<file path="src/rtl/eth_tx_frame_arbiter.sv">
// Frame-granular round-robin arbiter in front of a 1G MAC TX AXI-stream port.
// Optional mid-frame stall watchdog: define ETH_TX_ARB_WATCHDOG_EN.
module eth_tx_frame_arbiter #(
   parameter int NUM_PORTS   = 2,
   parameter int STALL_LIMIT = 64,
   localparam int ID_W       = $clog2(NUM_PORTS)
) (
   input  logic                   tx_clk,
   input  logic                   tx_rst,
   input  logic                   enable,
   input  logic [8*NUM_PORTS-1:0] s_axis_tdata,
   input  logic [NUM_PORTS-1:0]   s_axis_tvalid,
   output logic [NUM_PORTS-1:0]   s_axis_tready,
   input  logic [NUM_PORTS-1:0]   s_axis_tlast,
   input  logic [NUM_PORTS-1:0]   s_axis_tuser,
   output logic [7:0]             m_axis_tdata,
   output logic                   m_axis_tvalid,
   input  logic                   m_axis_tready,
   output logic                   m_axis_tlast,
   output logic                   m_axis_tuser,
   output logic                   grant_valid,
   output logic [ID_W-1:0]        grant_id,
   output logic                   frame_done,
   output logic                   frame_abort
);

   if (NUM_PORTS < 2 || NUM_PORTS > 8 ||
       STALL_LIMIT < 1 || STALL_LIMIT > 255) begin : g_bad_cfg
      $error("eth_tx_frame_arbiter: parameter out of range");
   end

`ifdef ETH_TX_ARB_WATCHDOG_EN
   typedef enum logic [1:0] {
      ST_IDLE, ST_BUSY, ST_ABORT, ST_DRAIN
   } state_t;
`else
   typedef enum logic [0:0] {
      ST_IDLE, ST_BUSY
   } state_t;
`endif

   state_t          state_q, state_d;
   logic [ID_W-1:0] grant_id_q, grant_id_d;
   logic            grant_valid_q;
   logic            done_q, done_d;
   logic            found;
   logic [ID_W-1:0] pick, idx;
   logic            g_valid, g_last, g_user;
   logic [7:0]      g_data;

   assign g_valid = s_axis_tvalid[grant_id_q];
   assign g_last  = s_axis_tlast[grant_id_q];
   assign g_user  = s_axis_tuser[grant_id_q];
   assign g_data  = s_axis_tdata[{grant_id_q, 3'b000} +: 8];

   // Round-robin search starting just after the last granted source.
   always_comb begin
      found = 1'b0;
      pick  = grant_id_q;
      idx   = '0;
      for (int k = 1; k <= NUM_PORTS; k++) begin
         idx = ID_W'((int'(grant_id_q) + k) % NUM_PORTS);
         if (!found && s_axis_tvalid[idx]) begin
            found = 1'b1;
            pick  = idx;
         end
      end
   end

`ifdef ETH_TX_ARB_WATCHDOG_EN
   logic [7:0] stall_q, stall_d;
   logic       abort_q, abort_d;
`endif

   always_comb begin
      state_d       = state_q;
      grant_id_d    = grant_id_q;
      done_d        = 1'b0;
      m_axis_tdata  = 8'h00;
      m_axis_tvalid = 1'b0;
      m_axis_tlast  = 1'b0;
      m_axis_tuser  = 1'b0;
      s_axis_tready = '0;
`ifdef ETH_TX_ARB_WATCHDOG_EN
      stall_d       = stall_q;
      abort_d       = 1'b0;
`endif
      unique case (state_q)
         ST_IDLE: begin
`ifdef ETH_TX_ARB_WATCHDOG_EN
            stall_d = 8'h00;
`endif
            if (enable && found) begin
               grant_id_d = pick;
               state_d    = ST_BUSY;
            end
         end
         ST_BUSY: begin
            m_axis_tdata              = g_data;
            m_axis_tvalid             = g_valid;
            m_axis_tlast              = g_last;
            m_axis_tuser              = g_user;
            s_axis_tready[grant_id_q] = m_axis_tready;
            if (g_valid && m_axis_tready && g_last) begin
               done_d  = 1'b1;
               state_d = ST_IDLE;
            end
`ifdef ETH_TX_ARB_WATCHDOG_EN
            if (g_valid) begin
               stall_d = 8'h00;
            end else begin
               stall_d = stall_q + 8'd1;
               if (stall_d == 8'(STALL_LIMIT)) state_d = ST_ABORT;
            end
`endif
         end
`ifdef ETH_TX_ARB_WATCHDOG_EN
         // Poisoned terminator so the MAC drops the partial frame.
         ST_ABORT: begin
            m_axis_tvalid = 1'b1;
            m_axis_tlast  = 1'b1;
            m_axis_tuser  = 1'b1;
            if (m_axis_tready) begin
               abort_d = 1'b1;
               state_d = ST_DRAIN;
            end
         end
         ST_DRAIN: begin
            s_axis_tready[grant_id_q] = 1'b1;
            if (g_valid && g_last) state_d = ST_IDLE;
         end
`endif
         default: state_d = ST_IDLE;
      endcase
   end

   always_ff @(posedge tx_clk or posedge tx_rst) begin
      if (tx_rst) begin
         state_q       <= ST_IDLE;
         grant_id_q    <= ID_W'(NUM_PORTS - 1);
         grant_valid_q <= 1'b0;
         done_q        <= 1'b0;
      end else begin
         state_q       <= state_d;
         grant_id_q    <= grant_id_d;
         grant_valid_q <= (state_d != ST_IDLE);
         done_q        <= done_d;
      end
   end

`ifdef ETH_TX_ARB_WATCHDOG_EN
   always_ff @(posedge tx_clk or posedge tx_rst) begin
      if (tx_rst) begin
         stall_q <= 8'h00;
         abort_q <= 1'b0;
      end else begin
         stall_q <= stall_d;
         abort_q <= abort_d;
      end
   end
   assign frame_abort = abort_q;
`else
   assign frame_abort = 1'b0;
`endif

   assign grant_valid = grant_valid_q;
   assign grant_id    = grant_id_q;
   assign frame_done  = done_q;

endmodule
</file>
<file path="config.mk">
export PLATFORM = sky130hd
export DESIGN_NAME = eth_tx_frame_arbiter
export DESIGN_NICKNAME = d
export VERILOG_FILES = /design/src/rtl/eth_tx_frame_arbiter.sv
export SDC_FILE = /design/constraint.sdc
export NUM_CORES = 1
export LEC_CHECK = 0
export ABC_AREA = 1
export BUFFER_PORTS_ARGS = -buffer_cell sky130_fd_sc_hd__buf_2
export CORE_AREA = 5 5 42 44
export DETAILED_ROUTE_END_ITERATION = 10
export DIE_AREA = 0 0 47 49
export PLACE_DENSITY = 0.75
export SKIP_CTS_REPAIR_TIMING = 1
export SKIP_LAST_GASP = 1
export SLEW_MARGIN = 15
export SYNTH_ARGS = -nofsm -noshare
export SYNTH_HDL_FRONTEND = slang
export SYNTH_SLANG_ARGS = --single-unit
</file>
<file path="constraint.sdc">
create_clock -name tx_clk -period 0.9 [get_ports tx_clk]
set_input_delay 0.09 -clock tx_clk [delete_from_list [all_inputs] [get_ports tx_clk]]
set_output_delay 0.09 -clock tx_clk [all_outputs]
set_load 0.01 [all_outputs]
</file>
==> flow_summary_export.csv, run 1 <==
group,metric,value,unit
run_status,status,"complete, but fails checks",
run_status,violations,"setup timing",
timing,rsz0062_at_grt,"yes",
pwr,ir_drop,1569,uV
final_layout,post_route_cells_drive_above_1_share,66.96,%
worst_setup_path,slowest_delay,0.58,ns
die,rows,14,
synthesis,synth_top_cell_area_share,32.34,%
placed_design,dpl_cell_area,658.1,um2
worst_setup_path,critPathKind,"reg -> out",
synthesis,synth_top_cell_by_area,"nand2_1",
die,core_region_area,0.001401,mm2
cts,ctsLongestPathBuffers,2,
timing,period_share,151.3,%
routing,drc,0,
worst_setup_path,start_kind,"flop",
synthesis,synth-seq-cells,3,
pwr,leakagePower,0.4104,nW
pwr,power_density,3055,mW/mm2
timing,hold_slack,0.08191,ns
routing,finalWirelength,1370,um
routing,first_pass_iters,4,
final_layout,diodes,0,
placed_design,placed_cells,122,
worst_setup_path,cp_slowest_cell,"dfstp_2",
synthesis,yosysWarnings,0,
final_layout,layout_commonest_cell,"buf_2",
final_layout,fin_cells,128,
placed_design,portBuffers,41,
cts,htree_levels,1,
final_layout,synthToLayoutAreaGrowth,109.3,%
cts,numClockSinks,3,
synthesis,ys_seq_area_share,22.68,%
die,die_h,49,um
synthesis,syn_area,336.6,um2
synthesis,syn_area_per_cell,5.610,um2
timing,drv_slew,0,
cts,numCtsBuffers,3,
global_route,grt.total_usage,12.19,%
global_route,grt_max_degree,14,
placed_design,dp_hpwl,1126,um
timing,worst_slack,-0.4620,ns
final_layout,layout_common_cells,"buf_2 (41), nand2_1 (25), a21oi_2 (11)",
routing,routedWlPerCell,10.70,um
routing,drt_iter0_drc,2,
die,die_x,47,um
timing,skew,0.004330,ns
cts,clk_latency,0.24,ns
die,start_util,24.02,%
synthesis,synth.distinct_cells,16,
placed_design,place_congestion,0.7071,
global_route,grt_pass1_vias,514,
timing,period_needed,1.362,ns
synthesis,synthesis.nets,86,
die,dieArea,0.002303,mm2
final_layout,fin_area,704.4,um2
global_route,overflow,0,
worst_setup_path,worst_ep_required_time,0.81,ns
global_route,grt_pass1_wl,2063,um
timing,hold_viol,0,
cts,cts.clk_slew.worst_paths,0.04,ns
hold_path,hp-class,"in -> reg",
synthesis,syn_inst,60,
worst_setup_path,end_kind,"output pin",
routing,vias,557,
final_layout,layout.nets,139,
worst_setup_path,cp_max_fo,6,
timing,setup_viol,18,
routing,vias_per_cell,4.352,
cts,tritoncts,"yes",
cts,root_buffer,"clkbuf_4",
final_layout,final_util,50.27,%
run,maxCapViolCount,0,
die,boundaryPins,43,
global_route,antenna_found_initial,0,
worst_setup_path,worstPathCellList,"buf_4 -> nand2_1 -> a21oi_2 -> buf_2",
worst_setup_path,crit_arrival,1.27,ns
synthesis,synth_area_leaders,"nand2_1 (32%), a21oi_1 (16%), dfrtp_1 (15%), dfstp_2 (7.8%), buf_4 (4.5%)",
timing,max_clock_freq,734.2,MHz
routing,ant_nets,0,
-- critical path: cells and delay by family (launching register included) --
kind | cells | cell delay [ns]
compound gates | 1 | 0.11
flops | 1 | 0.58
buf+inv | 2 | 0.29
simple gates | 1 | 0.06
-- power by group --
group          leakage (nW)  internal (W)  switching, W
clock                0.0150      0.000166     0.0000711
sequential           0.0352      0.000204     0.0000640
combinational         0.360      0.000745      0.000902
total                 0.410       0.00112       0.00104
-- kinds of logic after synthesis --
kind of cell,after synthesis,share of synthesized area (%)
AND/OR/NAND/NOR,35,43.49
buffers and inverters,9,14.86
AO/OA/AOI/OAI,12,17.84
other,1,1.114
flip-flops,3,22.68
-- sequential cells by signal, indices dropped and copies added (netlist names) --
| name | cells |
|---|---|
| frame_done | 1 |
| grant_id | 1 |
| grant_valid | 1 |
-- routing by layer --
metal | part of all wire (%) | routed length, um | GRT usage, % | up-vias
met1 | 36 | 496 | 12.78 | 238
met4 | 0.58 | 8 | 5.530 | 0
met2 | 53 | 726 | 20.81 | 27
met3 | 10 | 139 | 4.059 | 2
met5 | 0 | 0 | 0 | -
li1 | - | - | - | 290
-- synth_stat cells, drive strengths merged --
cell / count
a21oi: 11
buf: 4
conb: 1
dfrtp: 2
dfstp: 1
inv: 5
nand2: 29
nand3: 2
nor2: 2
nor3: 2
o21ai: 1
-- worst paths after layout --
kind / startpoint / endpoint / slack [ns] / cells after the start
worst max-delay path: grant_id / m_axis_tdata[6] / -0.46 / 4
max in group asynchronous: tx_rst / grant_id / 0.43 / 3
worst min-delay path: s_axis_tvalid[1] / grant_id / 0.08 / 3
worst min register to register: grant_valid / grant_id / 0.58 / 3
min in group asynchronous: tx_rst / grant_valid / 0.26 / 3
worst max register to register: grant_id / grant_valid / -0.27 / 6
-- cell type report --
class | count | area [um2]
tap | 16 | 20.02
timing repair buffer | 52 | 290.3
inverter | 5 | 18.77
multi-input combinational | 48 | 272.8
fill | 146 | 696.9
sequential | 3 | 76.32
clock buffer | 4 | 26.28
-- per-stage QoR --
step | total power [W] | setup slack [ns] | TNS [ns]
floorplan | 0.001249 | -0.1396 | -1.721
global placement | 0.001851 | -0.2119 | -3.016
detailed placement | 0.001885 | -0.2543 | -3.377
CTS | 0.002141 | -0.4858 | -7.065
global route | 0.002347 | -0.5356 | -7.871
finish | 0.002152 | -0.4620 | -6.687
Power figures use the tool's default switching activity.
==> inputs of run 2 (changes only) <==
Settings changed: HOLD_SLACK_MARGIN set to 0.15.
==> run 2 against run 1 <==
Net effect:
- the flow still finishes with violations (setup timing)
- cell count rose by 1.6%
- clock power barely moved
- sequential power barely moved
- worst setup slack worse by 0.017 ns
==> flow_summary_export.csv, run 2 (synthesized netlist as in run 1, its figures left out) <==
group,metric,value,unit
cts,tritoncts,"yes",
routing,vias_per_cell,4.377,
placed_design,portBuffers,41,
die,boundaryPins,43,
cts,ctsLongestPathBuffers,2,
cts,root_buffer,"clkbuf_4",
final_layout,diodes,0,
worst_setup_path,cp_max_fo,6,
final_layout,final_util,51.70,%
hold_path,worstHoldStart,"s_axis_tvalid[0]",
timing,rsz0062_at_grt,"yes",
pwr,ir_drop,1565,uV
timing,worst_slack,-0.4785,ns
timing,drv_slew,0,
global_route,grt_max_degree,14,
placed_design,placed_cells,122,
worst_setup_path,timing.rr.start,"grant_id",
worst_setup_path,cp_slowest_cell,"dfstp_2",
hold_path,hold_path_depth,3,
timing,max_clock_freq,725.4,MHz
pwr,power.share.combinational,76.5,%
run,maxCapViolCount,0,
final_layout,layout_common_cells,"buf_2 (41), nand2_1 (25), a21oi_2 (11)",
placed_design,dp_hpwl,1126,um
pwr,power_density,2985,mW/mm2
pwr,sw_frac_of_total,48.18,%
final_layout,fin_cells,130,
timing,period_needed,1.379,ns
pwr,seqPwrFrac,12.5,%
final_layout,post_route_cells_drive_above_1_share,65.79,%
worst_setup_path,start_kind,"flop",
worst_setup_path,crit_family,"flip-flops",
global_route,grt_pass1_vias,514,
timing,skew,0.004569,ns
die,start_util,24.02,%
worst_setup_path,r2r_slack,-0.28,ns
worst_setup_path,worstPathBufferInverterCount,2,
worst_setup_path,slowest_delay,0.59,ns
run_status,status,"complete, but fails checks",
cts,numClockSinks,3,
final_layout,multi_input_area,272.8,um2
worst_setup_path,end_kind,"output pin",
cts,clk_latency,0.24,ns
pwr,leakagePower,0.4187,nW
die,die_x,47,um
worst_setup_path,worst_ep_required_time,0.81,ns
routing,finalWirelength,1428,um
pwr,p_clk_share,11.0,%
final_layout,layout_commonest_cell,"buf_2",
run_status,violations,"setup timing",
worst_setup_path,crit_arrival,1.29,ns
pwr,p_switching,0.001042,W
worst_setup_path,reg2regPathDepth,6,
timing,setup_viol,18,
routing,drt_iter0_drc,7,
die,die_h,49,um
placed_design,place_congestion,0.7071,
final_layout,synthToLayoutAreaGrowth,115.2,%
cts,cts.clk_slew.worst_paths,0.04,ns
timing,period_share,153.2,%
cts,numCtsBuffers,3,
placed_design,dpl_cell_area,658.1,um2
pwr,power.internal,0.001121,W
worst_setup_path,worstPathCellList,"buf_4 -> nand2_1 -> a21oi_2 -> buf_2",
worst_setup_path,rr_endpoint,"grant_valid",
timing,hold_viol,0,
cts,htree_levels,1,
final_layout,ff_latch_area,76.32,um2
final_layout,layout.nets,141,
routing,vias,569,
final_layout,fillers,144,
global_route,grt_pass1_wl,2063,um
routing,ant_nets,0,
die,core_region_area,0.001401,mm2
global_route,antenna_found_initial,0,
timing,hold_slack,0.1282,ns
worst_setup_path,critPathKind,"reg -> out",
hold_path,holdPathEnd,"grant_valid",
routing,routedWlPerCell,10.98,um
routing,drc,0,
routing,first_pass_iters,4,
hold_path,hp-class,"in -> reg",
final_layout,fin_area,724.4,um2
die,dieArea,0.002303,mm2
die,rows,14,
global_route,grt.total_usage,12.19,%
global_route,overflow,0,
-- run 2: layer usage --
metal,part of all wire (%),routed length [um],vias up,global-route usage (%)
met5,0,0,-,0
met2,52,742,27,20.81
li1,-,-,294,-
met4,0.56,8,0,5.530
met3,10,148,2,4.059
met1,37,529,246,12.78
-- run 2: cell type report --
type	count	share of cell area, %
repair buffers	54	42.83
well taps	16	2.763
multi-input cells	48	37.65
clock buffers	4	3.627
flip-flops and latches	3	10.54
inverters	5	2.591
-- run 2: power groups by stage --
| stage | registers, W | clock network (W) | logic [W] |
|---|---|---|---|
| after CTS | 0.000275 | 0.000243 | 0.00162 |
| after floorplan | 0.000294 | 0 | 0.000955 |
| after global placement | 0.000269 | 0 | 0.00158 |
| after global routing | 0.000280 | 0.000268 | 0.00181 |
| final | 0.000271 | 0.000238 | 0.00165 |
| after detailed placement | 0.000276 | 0 | 0.00161 |
-- run 2: worst max path at each step --
stage / start / to / slack (ns) / cells after the start
after floorplan: grant_id / m_axis_tdata[0] / -0.14 / 3
after global placement: grant_id / frame_done / -0.21 / 5
after detailed placement: grant_id / grant_valid / -0.25 / 6
after CTS: grant_id / m_axis_tdata[6] / -0.49 / 4
after global routing: grant_id / m_axis_tuser / -0.54 / 4
final: grant_id / m_axis_tdata[3] / -0.48 / 4
-- run 2: worst reg2reg max path, stage by stage, from the launching register on --
cell	delay [ns]
dfstp_2	0.59
buf_4	0.14
nand2_2	0.06
nand2_2	0.08
nand3_2	0.09
nand2_1	0.07
nand2_1	0.04
-- run 2: metrics by stage --
| stage | worst slack, ns | power, W | setup TNS (ns) |
|---|---|---|---|
| 2_1_floorplan | -0.1396 | 0.001249 | -1.721 |
| 4_1_cts | -0.4858 | 0.002141 | -7.065 |
| 6_report | -0.4785 | 0.002163 | -6.869 |
| 5_1_grt | -0.5448 | 0.002361 | -8.057 |
| 3_5_place_dp | -0.2543 | 0.001885 | -3.377 |
| 3_3_place_gp | -0.2119 | 0.001851 | -3.016 |
